File: src/rtl/servo_pwm.sv
// servo_pwm: multi-channel hobby-servo pulse generator.
//
// A free-running prescaler divides the system clock down to a 1 us tick,
// and a microsecond counter walks through one PWM frame. Each channel owns
// a pending width, written by commands at any time, and an active width,
// which the pulse compare uses. Active loads from pending only at a frame
// boundary, so a command never disturbs a pulse already in flight.
//
// Command interface: word_valid is a one-cycle strobe with no ready
// signal; word is sampled on every cycle word_valid is high and every
// strobe is accepted, so back-to-back commands on consecutive cycles are
// fine. Word layout: [3:0] channel, [15:4] ignored, [31:16] width in us.

module servo_pwm #(
    parameter int CLKS_PER_US = 12,
    parameter int PERIOD_US   = 20000,
    parameter int NUM_SERVOS  = 4,
    parameter int MIN_US      = 500,
    parameter int MAX_US      = 2500,
    parameter int CENTER_US   = 1500
) (
    input  logic                  clk,
    input  logic                  rst,
    input  logic [31:0]           word,
    input  logic                  word_valid,
    output logic [NUM_SERVOS-1:0] pwm,
    output logic                  frame_start,
    output logic                  cmd_error,
    output logic                  cmd_clamped
);

    localparam int PRE_W = (CLKS_PER_US > 1) ? $clog2(CLKS_PER_US) : 1;

    localparam logic [PRE_W-1:0] PRE_LAST   = PRE_W'(CLKS_PER_US - 1);
    localparam logic [15:0]      FRAME_LAST = 16'(PERIOD_US - 1);
    localparam logic [15:0]      MIN_W      = 16'(MIN_US);
    localparam logic [15:0]      MAX_W      = 16'(MAX_US);
    localparam logic [15:0]      CENTER_W   = 16'(CENTER_US);
    localparam logic [4:0]       NUM_CH     = 5'(NUM_SERVOS);

    // Timebase state
    logic [PRE_W-1:0] pre;
    logic [15:0]      frame_us;
    logic [15:0]      frame_us_next;
    logic             us_tick;
    logic             boundary;

    // Command decode
    logic [3:0]  cmd_ch;
    logic [15:0] cmd_width;
    logic [15:0] cmd_width_clamped;
    logic        cmd_ch_ok;
    logic        cmd_out_of_range;
    logic        unused_word_bits;

    // Per-channel width registers
    logic [15:0] pending     [NUM_SERVOS];
    logic [15:0] active      [NUM_SERVOS];
    logic [15:0] active_next [NUM_SERVOS];

    // Bits 15:4 carry no meaning; fold them so they are visibly consumed.
    assign unused_word_bits = ^word[15:4];

    // Tick and frame-boundary detection, plus the counter value after this edge.
    always_comb begin
        us_tick       = (pre == PRE_LAST);
        boundary      = us_tick && (frame_us == FRAME_LAST);
        frame_us_next = frame_us;
        if (boundary) begin
            frame_us_next = 16'd0;
        end else if (us_tick) begin
            frame_us_next = frame_us + 16'd1;
        end
    end

    // Split the command word and clamp the requested width into range.
    always_comb begin
        cmd_ch            = word[3:0];
        cmd_width         = word[31:16];
        cmd_ch_ok         = ({1'b0, cmd_ch} < NUM_CH);
        cmd_out_of_range  = (cmd_width < MIN_W) || (cmd_width > MAX_W);
        cmd_width_clamped = cmd_width;
        if (cmd_width < MIN_W) begin
            cmd_width_clamped = MIN_W;
        end else if (cmd_width > MAX_W) begin
            cmd_width_clamped = MAX_W;
        end
    end

    // Active widths as they will be after this edge; the pulse register
    // compares against these so it lines up with the new frame position.
    always_comb begin
        for (int i = 0; i < NUM_SERVOS; i++) begin
            active_next[i] = boundary ? pending[i] : active[i];
        end
    end

    // Prescaler: counts clocks within one microsecond.
    always_ff @(posedge clk or posedge rst) begin
        if (rst) begin
            pre <= '0;
        end else if (us_tick) begin
            pre <= '0;
        end else begin
            pre <= pre + 1'b1;
        end
    end

    // Microsecond position within the frame.
    always_ff @(posedge clk or posedge rst) begin
        if (rst) begin
            frame_us <= 16'd0;
        end else begin
            frame_us <= frame_us_next;
        end
    end

    // Pending widths: the last accepted command for a channel wins.
    always_ff @(posedge clk or posedge rst) begin
        if (rst) begin
            for (int i = 0; i < NUM_SERVOS; i++) begin
                pending[i] <= CENTER_W;
            end
        end else if (word_valid && cmd_ch_ok) begin
            for (int i = 0; i < NUM_SERVOS; i++) begin
                if (cmd_ch == 4'(i)) begin
                    pending[i] <= cmd_width_clamped;
                end
            end
        end
    end

    // Active widths: reload from pending only at the frame boundary, so a
    // command landing on the boundary edge is seen one frame later.
    always_ff @(posedge clk or posedge rst) begin
        if (rst) begin
            for (int i = 0; i < NUM_SERVOS; i++) begin
                active[i] <= CENTER_W;
            end
        end else begin
            for (int i = 0; i < NUM_SERVOS; i++) begin
                active[i] <= active_next[i];
            end
        end
    end

    // Pulse outputs: high while the frame position is below the active width.
    always_ff @(posedge clk or posedge rst) begin
        if (rst) begin
            pwm <= '0;
        end else begin
            for (int i = 0; i < NUM_SERVOS; i++) begin
                pwm[i] <= (frame_us_next < active_next[i]);
            end
        end
    end

    // Status strobes: frame start marker and one-cycle command outcome flags.
    always_ff @(posedge clk or posedge rst) begin
        if (rst) begin
            frame_start <= 1'b0;
            cmd_error   <= 1'b0;
            cmd_clamped <= 1'b0;
        end else begin
            frame_start <= boundary;
            cmd_error   <= word_valid && !cmd_ch_ok;
            cmd_clamped <= word_valid && cmd_ch_ok && cmd_out_of_range;
        end
    end

endmodule

File: config.mk
export PLATFORM = sky130hd
export DESIGN_NAME = servo_pwm
export DESIGN_NICKNAME = d
export VERILOG_FILES = /design/src/rtl/servo_pwm.sv
export SDC_FILE = /design/constraint.sdc
export NUM_CORES = 1
export LEC_CHECK = 0
export BUFFER_PORTS_ARGS = -buffer_cell sky130_fd_sc_hd__buf_2
export CORE_MARGIN = 2
export CORE_UTILIZATION = 30
export CTS_CLUSTER_SIZE = 14
export DETAILED_ROUTE_END_ITERATION = 8
export PLACE_DENSITY = 0.51
export SLEW_MARGIN = 40
export SYNTH_ARGS = -nofsm -noshare
export SYNTH_HDL_FRONTEND = slang
export SYNTH_SLANG_ARGS = --single-unit
export TNS_END_PERCENT = 5
File: constraint.sdc
create_clock -name clk -period 7 [get_ports clk]
set_input_delay 1.4 -clock clk [delete_from_list [all_inputs] [get_ports clk]]
set_output_delay 1.4 -clock clk [all_outputs]
set_load 0.03 [all_outputs]
## Yosys cells after proc, flatten, opt, wreduce, memory -nomap -nowiden

Index checks and enable logic that the tools add are counted.

| word-level totals | value |
|---|---|
| logic and storage cells | 48 |
| register bits after elaboration | 155 |
| bits of input ports | 35 |
| output and inout port bits | 7 |

| operators by class | value |
|---|---|
| reductions and logical operators | 11 |
| multiplexer cells | 9 |
| $add $sub $neg | 2 |
| equal/unequal tests | 5 |
| order comparisons | 7 |

Operators by type and width:

| kind | number |
|---|---|
| $mux 16 | 8 |
| $lt 16x16->1 | 4 |
| $add 16x1->16 const B | 1 |
| $eq 16x15->1 const B | 1 |
| $gt 16x12->1 const B | 1 |
| $lt 16x9->1 const B | 1 |
| $eq 4x2->1 const B | 2 |
| $reduce_and 2->1 | 4 |
| $add 4x1->4 const B | 1 |
| $eq 4x1->1 const B | 1 |
| $eq 4x4->1 const B | 1 |
| $logic_and 1x1->1 | 4 |
| $logic_not 4->1 | 1 |
| $lt 4x3->1 const B | 1 |
| $mux 4 | 1 |
| $logic_not 1->1 | 1 |
| $logic_or 1x1->1 | 1 |

## Logic depth before layout (Yosys ltp)

Gate-level depths: netlist (run 1).

| logic depth | value |
|---|---|
| word-level depth | 4 |
| gate-level depth with buffers | 16 |

## Worst setup path after synthesis (run 1)

Ideal clock, no wire load.

| path | value |
|---|---|
| kind | register to register |
| start | register pre[0] |
| end | register pwm[2] |
| required time | 6904 ps |
| setup time | 96 ps |
| arrival | 3071 ps |
| setup slack | 3833 ps |
| cell stages (with the launch flop) | 17 |
| path through | dfrtp_1 -> ha_1 -> and3b_1 -> buf_6 -> and3_1 -> buf_6 -> and3_4 -> buf_6 -> buf_6 -> buf_4 -> nor2_1 -> ha_1 -> a21o_1 -> a21o_1 -> a211oi_1 -> o31ai_1 -> a311oi_2 |

| between the ends | value |
|---|---|
| cells in the longest elaborated chain, start to end | 4 |

Ends and longest elaborated chain:

| element | line | RTL |
|---|---|---|
| start: declaration | 42 | `logic [PRE_W-1:0] pre;` |
| start signal: assignment | 105 | `pre <= pre + 1'b1;` |
| $eq 4x4->1 | 66 | `us_tick = (pre == PRE_LAST);` |
| $logic_and 1x1->1 | 67 | `boundary = us_tick && (frame_us == FRAME_LAST);` |
| via boundary | 46 | `logic boundary;` |
| $mux 16 | 69 | `if (boundary) begin` |
| via frame_us_next[5] | 44 | `logic [15:0] frame_us_next;` |
| $lt 16x16->1 | 153 | `pwm[i] <= (frame_us_next < active_next[i]);` |
| end signal: indexed assignment | 153 |  |
| end: declaration | 26 | `output logic [NUM_SERVOS-1:0] pwm,` |

The timed path passes the listed nets, and every way through them passes these cells.
A chain may end at the register's enable or synchronous reset.

## Final worst setup path (run 1)

| path | value |
|---|---|
| start | register pre[0] |
| end | register pwm[2] |

| between the ends | value |
|---|---|
| cells in the longest elaborated chain, start to end | 4 |

Ends and longest elaborated chain:

| element | line |
|---|---|
| $eq 4x4->1 * | 66 |
| $mux 16 / $logic_and 1x1->1 (equally long branches) | 71, 67 |
| $mux 16, on equally long branches | 69, 94 |
| $lt 16x16->1 * | 153 |

Mark *: on every way between the ends. The rest lies on a longest branch, timed or not.

==> impl_results.md, run 1 <==
- Final setup fails: 0
- Maxcap violations: 0
- RSZ-0062 raised after global routing: false
- Wire per inst: 15.76 um
- Dpl ws: 2.650 ns
- Synth area leader: dfrtp_1
- Worst-Margin Slew: 0.8007 ns
- Reg2reg start: pre[0]
- Met2 Track Usage GR: 20.66%
- Status: complete, no violations
- Drt total wl: 16,760 um
- Hold depth: 2
- CP Max Fanout: 42
- Grt peak-use layer: met2
- Global route overflow: 0
- # diodes: 0
- Min-Delay Endpoint: pending[4]
- Crit path capture type: flip-flop
- # Post-CTS Setup Buffers: 0
- Mapped cell area: 0.007607 mm^2
- Initial Utilization: 30.38%
- Drt pass-1 iters: 4
- Setup slack, reg-to-reg: 2.67 ns
- Async set-reset flop share out of synthesis: 100.0%
- Syn_nets: 793
- Area of the core: 0.02504 mm^2
- WS Path Type: flip-flop to flip-flop
- Hold-fix buffers, CTS: 0
- Synth Warn #: 0
- M3 GR Usage: 3.073%
- All-layer global routing usage: 13.82%
- Largest cells by area after synthesis: dfrtp_1, dfstp_2, ha_1
- Clk slew on worst S/H paths: 0.06 ns
- Post-synth EDFFs: 0
- Post-synthesis sequential area ratio: 51.91%
- Max Clk Rate: 0.2310 GHz
- Vias: 4,888
- Number of buffers created by CTS: 17
- Post-DRT Antenna Nets: 0
- Worst endpoint required time: 7.32 ns
- Final min period: 4.329 ns
- Critical path arrival: 4.64 ns
- LEAKAGE: 4.284 nW
- P&R area growth vs syn: 13.49%
- Drt drc: 0
- Site Rows: 58
- CTS Sinks: 155
- Rel. slew slack: 46.49%
- Layout cells sized above 1: 18.01%
- Met1 usage: 20.07%
- R2r endpoint: pwm[2]
- Resize count post-CTS: 0
- Pin count of the biggest net entering global routing: 85
- Clk Latency, worst-skew pair: 0.43 ns
- Tcrit/Tclk final: 61.85%
- Clk root buf: clkbuf_16
- Hold Crit Start: pending[4]
- Area of the multi-input gates: 0.003233 mm^2
- H-Tree Depth: 4
- Final Hold Vio Count: 0
- Detail Placement HPWL: 12,000 um
- Die width: 163.2 um
- Synth Instances: 696
- Most common cell after layout, fill and taps aside: dfrtp_1
- Avg Cell Area, Syn: 10.93 um^2
- Global-route wire length before repair: 27,960 um
- Cells on worst reg2reg path: 12
- I/O pin count: 42
- Fillers: 2,562
- Max IR drop VDD: 0.1533 mV
- Commonest non-fill, non-tap cells in the layout: dfrtp_1, nand2_1, inv_1
- Clock skew: 0.01579 ns
- DRT iter0 DRCs: 289
- GPL Wtd Cong: 0.7449
- Die area: 0.02665 mm^2
- #FFs+latches synth: 155
- Final #Nets: 817
- # port buffers: 29
- Setup TNS: 0 ns
- Top-area cell type share of the netlist area: 32.57%
- Startpoint types: flip-flop
- Pwr/cell area: 226.7 mW/mm^2
- Initial antenna violation count: 0
- Unique cell type count in the Yosys netlist: 45
- Max Slew Vio Count: 0
- Vias per cell: 4.598
- Storage element area: 0.003949 mm^2
- TritonCTS clock tree: yes
- Die height: 163.2 um
- Worst hold path class: flip-flop to flip-flop
- Clk buf depth: 2
- Most used DFF post-synth: dfrtp_1
- Final WS setup: 2.671 ns
- Vias in the first global route: 5,084
-- sequential cells by signal, summed over array words and instances, names as in the netlist --
signal,count
pre,4
cmd_clamped,1
active,64
frame_us,16
pending,64
frame_start,1
pwm,4
cmd_error,1
-- how the worst max path moves through the flow --
| stage | to | depth (start not counted) | startpoint | slack, ns |
|---|---|---|---|---|
| 2_1_floorplan | active[0] | 1 | rst | 1.51 |
| 3_3_place_gp | pwm[2] | 12 | pre[0] | 2.67 |
| 3_5_place_dp | pwm[2] | 12 | pre[0] | 2.65 |
| 4_1_cts | pwm[2] | 12 | pre[0] | 2.63 |
| 5_1_grt | pwm[2] | 12 | pre[0] | 2.39 |
| 6_report | pwm[2] | 12 | pre[0] | 2.67 |
-- cells by family (layout without fill, tap and decap cells) --
family,after synthesis,in the layout,synth area share (%)
AOI/OAI and AO/OA,108,108,9.441
xor gates and xnor gates,14,14,1.612
adders and majority gates,62,62,10.20
buffers and inverters,96,133,5.773
DFF,155,155,51.91
muxes,63,63,8.372
and+or+nand+nor,198,198,12.70
-- cell usage after synthesis, types with 5 or more instances --
cell type	count
inv_1	69
nand3_1	12
xnor2_1	10
dfrtp_1	99
a31oi_1	16
mux2i_1	58
and2_1	19
a21oi_1	17
dfstp_2	56
a21o_1	18
nor4_1	5
nand4_1	18
nand2_1	72
clkbuf_1	16
nor2_1	46
o21ai_0	23
o31ai_1	15
buf_6	10
ha_1	62
-- power by group --
| part | total [mW] | switching (mW) | internal, mW | leakage (nW) |
|---|---|---|---|---|
| registers | 0.952 | 0.0149 | 0.937 | 1.94 |
| logic | 0.0714 | 0.0487 | 0.0227 | 2.06 |
| clock network | 0.934 | 0.392 | 0.541 | 0.278 |
-- routing by layer --
| metal | up-vias | share of wire [%] |
|---|---|---|
| met2 | 53 | 45 |
| met3 | 10 | 2.5 |
| met1 | 2376 | 51 |
| met5 | - | 0 |
| met4 | 0 | 0.93 |
| li1 | 2449 | - |
-- stage by stage --
stage	util (%)	total power, mW	cell area (um^2)	hold slack (ns)	std cells
final	34.48	1.957	8633	0.4573	1063
after global routing	34.48	2.034	8633	0.4695	1063
after CTS	34.47	1.987	8630	0.4605	1063
after detailed placement	32.07	1.041	8029	0.4503	1031
after global placement	32.00	1.039	8013	0.4493	1031
after floorplan	-	1.012	7607	0.4282	696
-- layout make-up --
class | count | area share, %
Clock buffer | 18 | 5.087
Clock inverter | 14 | 1.870
Inverter | 69 | 3.087
Multi-Input combinational cell | 445 | 37.45
Sequential cell | 155 | 45.74
Tap cell | 330 | 4.783
Timing Repair Buffer | 32 | 1.986
-- critical path, stage by stage (launching register included) --
cell	delay, ns
dfrtp_1	0.38
ha_1	0.19
and3b_1	0.35
and3_1	0.38
and3_4	0.74
buf_4	0.48
mux2i_1	0.41
ha_1	0.32
a21o_1	0.16
a21o_1	0.17
a21oi_1	0.25
nor2_1	0.08
a311oi_2	0.28
Power figures use the tool's default switching activity.
==> run 2: changes to the inputs <==
--- a/config.mk
+++ b/config.mk
@@ -10,7 +10,7 @@
 export CORE_UTILIZATION = 30
 export CTS_CLUSTER_SIZE = 14
 export DETAILED_ROUTE_END_ITERATION = 8
-export PLACE_DENSITY = 0.51
+export PLACE_DENSITY = 0.53
 export SLEW_MARGIN = 40
 export SYNTH_ARGS = -nofsm -noshare
 export SYNTH_HDL_FRONTEND = slang
==> constraint.sdc (replaced) <==
create_clock -name clk -period 3.5 [get_ports clk]
set_input_delay 0.7 -clock clk [delete_from_list [all_inputs] [get_ports clk]]
set_output_delay 0.7 -clock clk [all_outputs]
set_load 0.03 [all_outputs]
==> impl_results.md, run 2 (synthesis results as in run 1) <==
- R2r endpoint: pwm[1]
- Post-DRT Antenna Nets: 0 (unchanged)
- Cells on worst reg2reg path: 14 (+2)
- Clk slew on worst S/H paths: 0.07 ns (about the same)
- Drt pass-1 iters: 5 (+1)
- Wire per inst: 16.27 um (+3.2%)
- Initial antenna violation count: 0 (unchanged)
- Global-route wire length before repair: 27,770 um (-0.69%)
- Pwr/cell area: 417.3 mW/mm^2 (+84%)
- Worst endpoint required time: 3.82 ns (-3.50 ns)
- I/O pin count: 42 (unchanged)
- Final min period: 3.488 ns (-0.8412 ns)
- Max IR drop VDD: 0.3333 mV (+120%)
- P&R area growth vs syn: 23.96%
- Area of the core: 0.02504 mm^2 (unchanged)
- Switching pwr: 0.8971 mW (+97%)
- Status: complete, no violations
- Inst Count DP: 1,055 (+2.3%)
- Final setup fails: 0 (unchanged)
- Worst-Margin Slew: 0.7434 ns (-0.05730 ns)
- Final Hold Vio Count: 0 (unchanged)
- Max Clk Rate: 0.2867 GHz (+24%)
- Commonest non-fill, non-tap cells in the layout: dfrtp_1, nand2_1, inv_1
- P_int: 3.038 mW (+100%)
- Global route overflow: 0 (unchanged)
- Vias per cell: 4.668 (+1.5%)
- Crit path capture type: flip-flop
- GPL Wtd Cong: 0.7999 (+7.4%)
- Setup TNS: 0 ns (unchanged)
- Die area: 0.02665 mm^2 (unchanged)
- Vias: 5,205 (+6.5%)
- LEAKAGE: 4.637 nW (+8.3%)
- Max Slew Vio Count: 0 (unchanged)
- Clk root buf: clkbuf_16
- Critical path arrival: 3.81 ns (-0.83 ns)
- Initial Utilization: 30.38% (unchanged)
- Final #Nets: 869 (+6.4%)
- Drt total wl: 18,140 um (+8.2%)
- Setup slack, reg-to-reg: 0.01 ns (-2.66 ns)
- Fillers: 2,518 (-1.7%)
- Die width: 163.2 um (unchanged)
- DRT iter0 DRCs: 355 (+23%)
- CTS Sinks: 155 (unchanged)
- Clk Latency, worst-skew pair: 0.43 ns (about the same)
- Flop pwr share: 48.5% (about the same)
- Clk buf depth: 2 (unchanged)
- CP Max Fanout: 8 (-81%)
- TritonCTS clock tree: yes
- Rel. slew slack: 49.98% (+3.5 points)
- Switching Share: 22.80% (-0.50 points)
- WS Path Type: flip-flop to flip-flop
- Comb pwr share: 3.8% (+0.2 points)
- Detail Placement HPWL: 12,190 um (+1.5%)
- Clock skew: 0.007869 ns (-0.007921 ns)
- # port buffers: 29 (unchanged)
- Finished Layout Cells: 1,115 (+4.9%)
- Tcrit/Tclk final: 99.66% (+38 points)
- H-Tree Depth: 4 (unchanged)
- Most common cell after layout, fill and taps aside: dfrtp_1
- Regs by FF count: active (64), pending (64), frame_us (16)
- Fin util: 37.67% (+3.2 points)
- Layout cells sized above 1: 27.39% (+9.4 points)
- # diodes: 0 (unchanged)
- Worst setup path startpoint: frame_us[6]
- Reg2reg start: frame_us[6]
- Maxcap violations: 0 (unchanged)
- All-layer global routing usage: 13.72% (-0.11 points)
- Die height: 163.2 um (unchanged)
- Total Power: 3.935 mW (+100%)
- Clock Power Share: 47.7% (about the same)
- Drt drc: 0 (unchanged)
- Site Rows: 58 (unchanged)
- Worst hold path class: primary input to async pin
- Number of buffers created by CTS: 17 (unchanged)
- Hold-fix buffers, CTS: 0 (unchanged)
- Startpoint types: flip-flop
- Vias in the first global route: 5,008 (-1.5%)
- RSZ-0062 raised after global routing: true
- Pin count of the biggest net entering global routing: 156 (+84%)
## run 2: cell count changes in the layout (fill, tap and decap cells not counted), moves of 6 or more
cell     delta
mux2i_1    -16
buf_12      +6
buf_4      +39
mux2i_4     +8
mux2i_2     +8
## run 2: repair_timing
item | CTS | global route
setup endpoints to repair | 0 | 4
buffers inserted | 0 | 24
gates resized for setup | 0 | 49
## run 2: metrics by stage
stage	setup slack, ns	hold slack (ns)	area (um^2)
after global routing	-0.1150	0.3420	9430
after floorplan	0.3333	0.4282	7611
final	0.01205	0.3291	9430
after global placement	0.08450	0.4495	8242
after detailed placement	0.06440	0.4540	8242
after CTS	0.05675	0.4641	8846
## run 2: how the worst max path moves through the flow
stage | end | slack [ns] | cells past startpoint
after global placement | pwm[2] | 0.08 | 11
after detailed placement | pwm[3] | 0.06 | 12
after floorplan | pwm[2] | 0.33 | 16
final | pwm[1] | 0.01 | 14
after global routing | pwm[3] | -0.12 | 14
after CTS | pwm[3] | 0.06 | 12
## run 2: worst max-delay path, cell delays in order (launching register included)
cell	delay (ns)
dfrtp_1	0.40
or4b_4	0.56
nor4b_4	0.27
and3_4	0.28
buf_12	0.14
buf_12	0.10
clkbuf_16	0.16
buf_8	0.13
buf_6	0.10
mux2i_4	0.26
ha_4	0.24
a21oi_2	0.13
o2111ai_2	0.11
a21o_1	0.22
a311oi_2	0.29
## run 2: power by group through the flow
stage / combinational, mW / sequential, mW / clock, mW
finish: 0.149 / 1.91 / 1.88
global route: 0.172 / 1.91 / 2.00
global placement: 0.145 / 1.93 / 0
CTS: 0.148 / 1.90 / 1.92
floorplan: 0.0979 / 1.93 / 0
detailed placement: 0.148 / 1.94 / 0
## run 2: cell type report
class | instances | area [um^2] | share of cell area [%]
flip-flops and latches | 155 | 3949 | 41.87
multi-input cells | 445 | 3461 | 36.70
repair buffers | 84 | 740.7 | 7.855
clock buffers | 19 | 464.2 | 4.922
well taps | 330 | 412.9 | 4.378
inverters | 69 | 262.8 | 2.786
clock inverters | 13 | 140.1 | 1.486
## run 2: layer usage
| metal | up-vias | global-route usage (%) | routed length [um] | share of wire [%] |
|---|---|---|---|---|
| li1 | 2571 | - | - | - |
| met1 | 2554 | 20.06 | 9217 | 51 |
| met2 | 61 | 20.43 | 8243 | 45 |
| met3 | 19 | 2.946 | 457 | 2.5 |
| met4 | 0 | 3.741 | 218 | 1.2 |
| met5 | - | 0 | 0 | 0 |
